<file path="src/rtl/pcs_8b10b_pkg.sv">
// Shared 8b/10b constants, PIPE width encodings and small helpers for the PCS RX path.
package pcs_8b10b_pkg;

    localparam logic [9:0] K28_5_RDN = 10'h0FA;
    localparam logic [9:0] K28_5_RDP = 10'h305;

    localparam logic [7:0] K28_5_BYTE = 8'hBC;
    localparam logic [7:0] EDB_BYTE   = 8'hFE;

    localparam logic [2:0] ST_OK       = 3'b000;
    localparam logic [2:0] ST_DEC_ERR  = 3'b100;
    localparam logic [2:0] ST_DISP_ERR = 3'b111;

    localparam logic [5:0] DBW_8  = 6'd8;
    localparam logic [5:0] DBW_16 = 6'd16;
    localparam logic [5:0] DBW_32 = 6'd32;

    typedef enum logic {RD_NEG, RD_POS} rd_t;

    typedef enum logic [1:0] {IMB_ZERO, IMB_POS, IMB_NEG} imb_t;

    // Unknown widths fall back to a single lane.
    function automatic logic [1:0] lanes_m1(input logic [5:0] dbw);
        case (dbw)
            DBW_16:  return 2'd1;
            DBW_32:  return 2'd3;
            default: return 2'd0;
        endcase
    endfunction

    function automatic logic [2:0] status_merge(input logic [2:0] a, input logic [2:0] b);
        if (a == ST_DEC_ERR || b == ST_DEC_ERR)
            return ST_DEC_ERR;
        if (a == ST_DISP_ERR || b == ST_DISP_ERR)
            return ST_DISP_ERR;
        return ST_OK;
    endfunction

endpackage

</file>
<file path="src/rtl/pcs_8b10b_dec_core.sv">
// Combinational 8b/10b symbol decoder: 5b/6b and 3b/4b lookup, K detection and sub-block imbalance.
module pcs_8b10b_dec_core
    import pcs_8b10b_pkg::*;
(
    input  logic [9:0] sym_i,
    output logic [7:0] byte_o,
    output logic       k_o,
    output logic       code_err_o,
    output imb_t       imb6_o,
    output imb_t       imb4_o
);

    logic [5:0] abcdei;
    logic [3:0] fghj;
    logic [3:0] fghj_k;
    logic [4:0] x;
    logic [2:0] y_d;
    logic [2:0] y_k;
    logic       v6;
    logic       v4d;
    logic       v4k;
    logic       is_k28;
    logic       is_kx7;

    always_comb begin
        abcdei = sym_i[9:4];
        fghj   = sym_i[3:0];
        x      = 5'd0;
        v6     = 1'b1;
        is_k28 = 1'b0;
        case (abcdei)
            6'b100111, 6'b011000: x = 5'd0;
            6'b011101, 6'b100010: x = 5'd1;
            6'b101101, 6'b010010: x = 5'd2;
            6'b110001:            x = 5'd3;
            6'b110101, 6'b001010: x = 5'd4;
            6'b101001:            x = 5'd5;
            6'b011001:            x = 5'd6;
            6'b111000, 6'b000111: x = 5'd7;
            6'b111001, 6'b000110: x = 5'd8;
            6'b100101:            x = 5'd9;
            6'b010101:            x = 5'd10;
            6'b110100:            x = 5'd11;
            6'b001101:            x = 5'd12;
            6'b101100:            x = 5'd13;
            6'b011100:            x = 5'd14;
            6'b010111, 6'b101000: x = 5'd15;
            6'b011011, 6'b100100: x = 5'd16;
            6'b100011:            x = 5'd17;
            6'b010011:            x = 5'd18;
            6'b110010:            x = 5'd19;
            6'b001011:            x = 5'd20;
            6'b101010:            x = 5'd21;
            6'b011010:            x = 5'd22;
            6'b111010, 6'b000101: x = 5'd23;
            6'b110011, 6'b001100: x = 5'd24;
            6'b100110:            x = 5'd25;
            6'b010110:            x = 5'd26;
            6'b110110, 6'b001001: x = 5'd27;
            6'b001110:            x = 5'd28;
            6'b101110, 6'b010001: x = 5'd29;
            6'b011110, 6'b100001: x = 5'd30;
            6'b101011, 6'b010100: x = 5'd31;
            6'b001111, 6'b110000: begin
                x      = 5'd28;
                is_k28 = 1'b1;
            end
            default: v6 = 1'b0;
        endcase

        y_d = 3'd0;
        v4d = 1'b1;
        case (fghj)
            4'b1011, 4'b0100:                   y_d = 3'd0;
            4'b1001:                            y_d = 3'd1;
            4'b0101:                            y_d = 3'd2;
            4'b1100, 4'b0011:                   y_d = 3'd3;
            4'b1101, 4'b0010:                   y_d = 3'd4;
            4'b1010:                            y_d = 3'd5;
            4'b0110:                            y_d = 3'd6;
            4'b1110, 4'b0001, 4'b0111, 4'b1000: y_d = 3'd7;
            default:                            v4d = 1'b0;
        endcase

        // K28 trailers are complemented relative to data; fold the RD+ form onto the RD- table.
        fghj_k = (abcdei == 6'b110000) ? ~fghj : fghj;
        y_k    = 3'd0;
        v4k    = 1'b1;
        case (fghj_k)
            4'b0100: y_k = 3'd0;
            4'b1001: y_k = 3'd1;
            4'b0101: y_k = 3'd2;
            4'b0011: y_k = 3'd3;
            4'b0010: y_k = 3'd4;
            4'b1010: y_k = 3'd5;
            4'b0110: y_k = 3'd6;
            4'b1000: y_k = 3'd7;
            default: v4k = 1'b0;
        endcase

        is_kx7 = v6 && !is_k28
                 && (x == 5'd23 || x == 5'd27 || x == 5'd29 || x == 5'd30)
                 && (fghj == 4'b0111 || fghj == 4'b1000);

        imb6_o = IMB_ZERO;
        if ($countones(abcdei) == 4)
            imb6_o = IMB_POS;
        else if ($countones(abcdei) == 2)
            imb6_o = IMB_NEG;

        imb4_o = IMB_ZERO;
        if ($countones(fghj) == 3)
            imb4_o = IMB_POS;
        else if ($countones(fghj) == 1)
            imb4_o = IMB_NEG;

        code_err_o = !v6 || (is_k28 ? !v4k : !v4d)
                     || (imb6_o == imb4_o && imb6_o != IMB_ZERO);

        byte_o = code_err_o ? EDB_BYTE : {(is_k28 ? y_k : y_d), x};
        k_o    = code_err_o || is_k28 || is_kx7;
    end

endmodule

</file>
<file path="src/rtl/pcs_rx_decode_packer.sv">
// PCS RX decode/pack: 8b/10b decode with running disparity, then PIPE word packing to 1/2/4 lanes.
// Optional RX_POLARITY_INV_EN adds RX_Polarity, which inverts Sym_In ahead of the decoder.
module pcs_rx_decode_packer
    import pcs_8b10b_pkg::*;
#(
    parameter int SYM_W     = 10,
    parameter int MAX_LANES = 4
) (
    input  logic                   PCLK,
    input  logic                   RST,
    input  logic [5:0]             DataBusWidth,
    input  logic [SYM_W-1:0]       Sym_In,
    input  logic                   Sym_Valid,
    input  logic                   Align_Lock,
`ifdef RX_POLARITY_INV_EN
    input  logic                   RX_Polarity,
`endif
    output logic [8*MAX_LANES-1:0] RX_Data,
    output logic [MAX_LANES-1:0]   RX_DataK,
    output logic [2:0]             RX_Status,
    output logic                   RX_Valid
);

    logic [SYM_W-1:0] sym_dec;
`ifdef RX_POLARITY_INV_EN
    assign sym_dec = RX_Polarity ? ~Sym_In : Sym_In;
`else
    assign sym_dec = Sym_In;
`endif

    logic [7:0] dec_byte;
    logic       dec_k;
    logic       dec_cerr;
    imb_t       imb6;
    imb_t       imb4;

    pcs_8b10b_dec_core u_dec (
        .sym_i      (sym_dec),
        .byte_o     (dec_byte),
        .k_o        (dec_k),
        .code_err_o (dec_cerr),
        .imb6_o     (imb6),
        .imb4_o     (imb4)
    );

    rd_t                   rd_q, rd_d;
    logic                  s1_valid_q, s1_valid_d;
    logic [7:0]            s1_byte_q, s1_byte_d;
    logic                  s1_k_q, s1_k_d;
    logic                  s1_cerr_q, s1_cerr_d;
    logic                  s1_derr_q, s1_derr_d;
    logic                  sym_pos, sym_neg;

    logic [1:0]            lane_q, lane_d;
    logic [8*MAX_LANES-1:0] acc_q, acc_d;
    logic [MAX_LANES-1:0]  acck_q, acck_d;
    logic [2:0]            st_q, st_d;
    logic [5:0]            dbw_q, dbw_d;
    logic [8*MAX_LANES-1:0] rx_data_q, rx_data_d;
    logic [MAX_LANES-1:0]  rx_k_q, rx_k_d;
    logic [2:0]            rx_st_q, rx_st_d;
    logic                  rx_valid_q, rx_valid_d;

    logic [1:0]            n_m1;
    logic                  restart;
    logic [1:0]            lane_eff;
    logic [8*MAX_LANES-1:0] acc_n;
    logic [MAX_LANES-1:0]  k_n;
    logic [2:0]            sym_st;
    logic [2:0]            st_n;

    always_comb begin
        sym_pos = (imb6 == IMB_POS && imb4 == IMB_ZERO) || (imb6 == IMB_ZERO && imb4 == IMB_POS);
        sym_neg = (imb6 == IMB_NEG && imb4 == IMB_ZERO) || (imb6 == IMB_ZERO && imb4 == IMB_NEG);
        rd_d       = rd_q;
        s1_valid_d = 1'b0;
        s1_byte_d  = s1_byte_q;
        s1_k_d     = s1_k_q;
        s1_cerr_d  = s1_cerr_q;
        s1_derr_d  = s1_derr_q;
        if (!Align_Lock) begin
            rd_d = RD_NEG;
        end else if (Sym_Valid) begin
            s1_valid_d = 1'b1;
            s1_byte_d  = dec_byte;
            s1_k_d     = dec_k;
            s1_cerr_d  = dec_cerr;
            s1_derr_d  = 1'b0;
            // A wrong-polarity symbol is flagged but still resyncs RD to its own polarity.
            if (!dec_cerr) begin
                if (sym_pos) begin
                    s1_derr_d = (rd_q == RD_POS);
                    rd_d      = RD_POS;
                end else if (sym_neg) begin
                    s1_derr_d = (rd_q == RD_NEG);
                    rd_d      = RD_NEG;
                end
            end
        end
    end

    always_comb begin
        n_m1       = lanes_m1(DataBusWidth);
        dbw_d      = DataBusWidth;
        lane_d     = lane_q;
        acc_d      = acc_q;
        acck_d     = acck_q;
        st_d       = st_q;
        rx_data_d  = rx_data_q;
        rx_k_d     = rx_k_q;
        rx_st_d    = rx_st_q;
        rx_valid_d = 1'b0;
        restart    = 1'b0;
        lane_eff   = lane_q;
        acc_n      = acc_q;
        k_n        = acck_q;
        sym_st     = s1_cerr_q ? ST_DEC_ERR : (s1_derr_q ? ST_DISP_ERR : ST_OK);
        st_n       = st_q;

        if (!Align_Lock || (DataBusWidth != dbw_q && !s1_valid_q)) begin
            lane_d = 2'd0;
            acc_d  = '0;
            acck_d = '0;
            st_d   = ST_OK;
        end else if (s1_valid_q) begin
            // Width change or a mid-word comma discards the partial word and restarts at lane 0.
            restart  = (DataBusWidth != dbw_q) || (lane_q == 2'd0)
                       || (s1_k_q && s1_byte_q == K28_5_BYTE && n_m1 != 2'd0);
            lane_eff = restart ? 2'd0 : lane_q;
            acc_n    = restart ? '0 : acc_q;
            k_n      = restart ? '0 : acck_q;
            st_n     = status_merge(restart ? ST_OK : st_q, sym_st);
            acc_n[{lane_eff, 3'b000} +: 8] = s1_byte_q;
            k_n[lane_eff]                  = s1_k_q;
            if (lane_eff >= n_m1) begin
                rx_data_d  = acc_n;
                rx_k_d     = k_n;
                rx_st_d    = st_n;
                rx_valid_d = 1'b1;
                lane_d     = 2'd0;
                acc_d      = '0;
                acck_d     = '0;
                st_d       = ST_OK;
            end else begin
                lane_d = lane_eff + 2'd1;
                acc_d  = acc_n;
                acck_d = k_n;
                st_d   = st_n;
            end
        end
    end

    always_ff @(posedge PCLK) begin
        if (RST) begin
            rd_q       <= RD_NEG;
            s1_valid_q <= 1'b0;
            s1_byte_q  <= '0;
            s1_k_q     <= 1'b0;
            s1_cerr_q  <= 1'b0;
            s1_derr_q  <= 1'b0;
            lane_q     <= '0;
            acc_q      <= '0;
            acck_q     <= '0;
            st_q       <= ST_OK;
            dbw_q      <= '0;
            rx_data_q  <= '0;
            rx_k_q     <= '0;
            rx_st_q    <= ST_OK;
            rx_valid_q <= 1'b0;
        end else begin
            rd_q       <= rd_d;
            s1_valid_q <= s1_valid_d;
            s1_byte_q  <= s1_byte_d;
            s1_k_q     <= s1_k_d;
            s1_cerr_q  <= s1_cerr_d;
            s1_derr_q  <= s1_derr_d;
            lane_q     <= lane_d;
            acc_q      <= acc_d;
            acck_q     <= acck_d;
            st_q       <= st_d;
            dbw_q      <= dbw_d;
            rx_data_q  <= rx_data_d;
            rx_k_q     <= rx_k_d;
            rx_st_q    <= rx_st_d;
            rx_valid_q <= rx_valid_d;
        end
    end

    assign RX_Data   = rx_data_q;
    assign RX_DataK  = rx_k_q;
    assign RX_Status = rx_st_q;
    assign RX_Valid  = rx_valid_q;

endmodule
</file>
<file path="config.mk">
export PLATFORM = sky130hd
export DESIGN_NAME = pcs_rx_decode_packer
export DESIGN_NICKNAME = d
export VERILOG_FILES = /design/src/rtl/pcs_8b10b_pkg.sv /design/src/rtl/pcs_8b10b_dec_core.sv /design/src/rtl/pcs_rx_decode_packer.sv
export SDC_FILE = /design/constraint.sdc
export NUM_CORES = 1
export LEC_CHECK = 0
export ABC_AREA = 1
export CAP_MARGIN = 30
export CORE_MARGIN = 4
export CORE_UTILIZATION = 53
export CTS_CLUSTER_SIZE = 14
export DETAILED_ROUTE_END_ITERATION = 8
export PLACE_DENSITY = 0.78
export SYNTH_ARGS = -nofsm -noshare
export SYNTH_HDL_FRONTEND = slang
export SYNTH_HIERARCHICAL = 1
export SYNTH_SLANG_ARGS = --single-unit
export TNS_END_PERCENT = 20
</file>
<file path="constraint.sdc">
create_clock -name PCLK -period 3.37 [get_ports PCLK]
set_clock_uncertainty 0.15 [all_clocks]
set_input_delay 0.5055 -clock PCLK [delete_from_list [all_inputs] [get_ports PCLK]]
set_output_delay 0.5055 -clock PCLK [all_outputs]
set_load 0.01 [all_outputs]
</file>
==> qor.txt <==
Routed Antenna Nets = 0
R2R setup slack = 0.74 ns
prevailing post-synth register cell = dfxtp_1
CTS H-tree depth = 3
combinational power share = 0.177
Post-Route Utilization = 0.658
max_cap viols = 0
gr usage total = 0.240
design area = 0.00755 sq mm
die width = 116 um
Distinct cells, synth = 36
worst hold slack = 0.316 ns
CTS buffer count = 9
endpoint arrival time on the critical path = 3.43 ns
FF/Latch Area = 0.00196 sq mm
Leakage = 3.84 nW
non-filler instance count after layout = 1,260
leading area contributor after synthesis = dfxtp_1
core area = 0.0115 sq mm
count leader, synth = nand2_1
Post-Syn Area = 0.00623 sq mm
Sequential Power Share = 0.439
M1 WL = 7330 um
initial drt markers = 449
async set-reset flop share out of synthesis = 0
CTS root buffer = clkbuf_16
FILL cells = 1,052
outcome = complete, no violations
pwr dens = 367 mW/mm^2
dpl hpwl = 11,700 um
Hold Violations, Final = 0
Crit Path Max Fanout = 5
clk buf depth = 2
Cell Area, Placed = 0.00720 sq mm
RSZ-0062 raised after global routing = true
Tmin final = 3.35 ns
Post-CTS Hold Buffers = 0
Clk pwr share = 0.385
IO Pins = 60
iteration count of the initial detailed-routing pass = 5
vias in the first global route = 5,930
sw frac = 0.285
Syn Nets = 1,076
detailed route wirelength on metal3 = 821 um
drt total wl = 15,700 um
Ys Warns = 6
critical path endpoint category = flop
Int Power = 1.98 mW
WP data required = 3.46 ns
Syn Inst Count = 1,031
Crit Path Category = in2reg
met2 wire len = 7330 um
site row count = 39
synthesis-stage register bit count = 98
Final Max Tran Viols = 0
Post-synth EDFFs = 0
highest metal used = met4
first-pass GRT wire length = 26,900 um
Final Cycle Share = 0.993
placed cells = 1,242
die height = 116 um
commonest cells in the netlist = nand2_1 (353), nor2_1 (161), inv_1 (103)
drt via density = 5.13
Max Freq = 299 MHz
initial antenna violation count = 0
grt ovf = 0
startpoint types = primary input
Inserted Diodes = 0
VDD IR max = 0.282 mV
Syn Area/Cell = 6.04 sq um
max_slew headroom = 0.588
CTS tree = done
register area share after synthesis = 0.315
die area = 0.0136 sq mm
Port Buffer Count = 59
Setup Viol. Count Final = 0
Hold WC Path Type = reg2reg
pin count of the biggest net entering global routing = 38
Net Sw Power = 0.790 mW
WL per Instance = 12.4 um
Sinks on Clock Net = 98
Via Count = 6,461
RD Place Congestion = 0.946
DRC = 0
Total Power = 2.77 mW
nets@finish = 1,157
Area growth syn-to-layout = 21.1%
Clock Pin Slew Worst Setup and Hold Paths = 0.07 ns
Synth top area share = 0.315
synth top area cells = dfxtp_1 (31%), nand2_1 (21%), nor2_1 (9.7%), inv_1 (6.2%), nand3_1 (5.0%)
area of the multi-input gates = 0.00369 sq mm
Clock Latency Late Sink = 0.35 ns
Slew @ Worst Pin = 0.614 ns
initial core utilization = 0.543
ratio of cells with drive above 1 in the final layout = 0.104
==> power by group through the flow <==
stage | Combinational [mW] | Sequential (mW) | Clock (mW)
6_report | 0.488 | 1.21 | 1.06
3_5_place_dp | 0.456 | 1.24 | 0
4_1_cts | 0.476 | 1.21 | 1.07
5_1_grt | 0.559 | 1.22 | 1.12
3_3_place_gp | 0.448 | 1.24 | 0
2_1_floorplan | 0.291 | 1.24 | 0
==> worst paths after layout <==
kind,from,endpoint,depth (start not counted)
worst max-delay path,Sym_In[4],s1_byte_q[0],19
worst min-delay path,acc_q[27],acc_q[27],2
worst max register to register,dbw_q[2],acc_q[1],16
worst min register to register,acc_q[27],acc_q[27],2
==> repair_timing <==
item                       in CTS  in global routing
buffers inserted                1                  1
resized for setup              20                 14
setup endpoints to repair      12                 28
pin swaps                      10                 13
==> per-stage QoR <==
step / setup slack [ns] / setup TNS [ns]
finish: 0.0223 / 0
global route: -0.236 / -2.35
CTS: 0.0111 / 0
detailed placement: -0.670 / -9.12
global placement: -0.600 / -7.15
floorplan: -0.00213 / -0.00213
==> cell type report <==
class | count | share of cell area
multi-input cells | 778 | 0.490
clock inverters | 7 | 0.0109
repair buffers | 108 | 0.127
flip-flops and latches | 98 | 0.260
inverters | 117 | 0.0585
clock buffers | 9 | 0.0298
well taps | 143 | 0.0237
==> critical path: stages <==
cell     delay (ns)
buf_6          0.10
fa_1           0.55
inv_2          0.04
fa_1           0.46
inv_1          0.07
ha_2           0.16
inv_2          0.03
fa_1           0.48
inv_2          0.06
nor3_4         0.20
a22o_1         0.18
nor2_2         0.04
nand2_1        0.06
inv_2          0.04
nand2_4        0.09
buf_4          0.12
nor2_1         0.03
o21ai_0        0.15
nor2_1         0.06
==> flip-flops by register name, summed over array words and instances (netlist names) <==
register and cells:
RX_Data 32, acc_q 32, lane_q 2, RX_Valid 1, RX_Status 2, acck_q 4
s1_valid_q 1, s1_byte_q 8, s1_derr_q 1, dbw_q 6, RX_DataK 4, s1_k_q 1
s1_cerr_q 1, rd_q 1, st_q 2
==> layer usage <==
metal	up-vias	GRT usage
li1	3388	-
met3	18	0.0358
met4	0	0.0619
met1	2870	0.324
met2	185	0.404
met5	-	0
==> logic make-up (layout without fill, tap and decap cells) <==
family,after synthesis,after routing,share of synthesized area
xor gates and xnor gates,8,8,0.0112
AOI/OAI and AO/OA,124,124,0.105
and+or+nand+nor,621,621,0.415
DFF,98,98,0.315
buffers and inverters,155,241,0.0990
adders and majority gates,25,25,0.0550
==> placed cells by master, fill, tap and decap left out, types with 2 or more instances in the layout <==
cell             count
nand2_2              3
a21oi_1             49
nor2_8               2
o22ai_1              8
inv_2               14
nand2_1            351
clkbuf_16            9
clkdlybuf4s50_1     56
or2_2                2
buf_2                2
nand4_1             13
nor2_1             156
ha_1                20
o31ai_1              2
o21ai_0             22
fa_1                 4
nor2_2              11
buf_4               48
nand2_4              3
nor2_4               5
inv_8                2
dfxtp_1             98
inv_1               98
xor2_1               8
inv_6                2
nand3_2              4
clkinv_1             4
o21ai_1             38
nand3_1             62
nor3_1               5
Note: power is estimated with default switching activity, not from simulation.
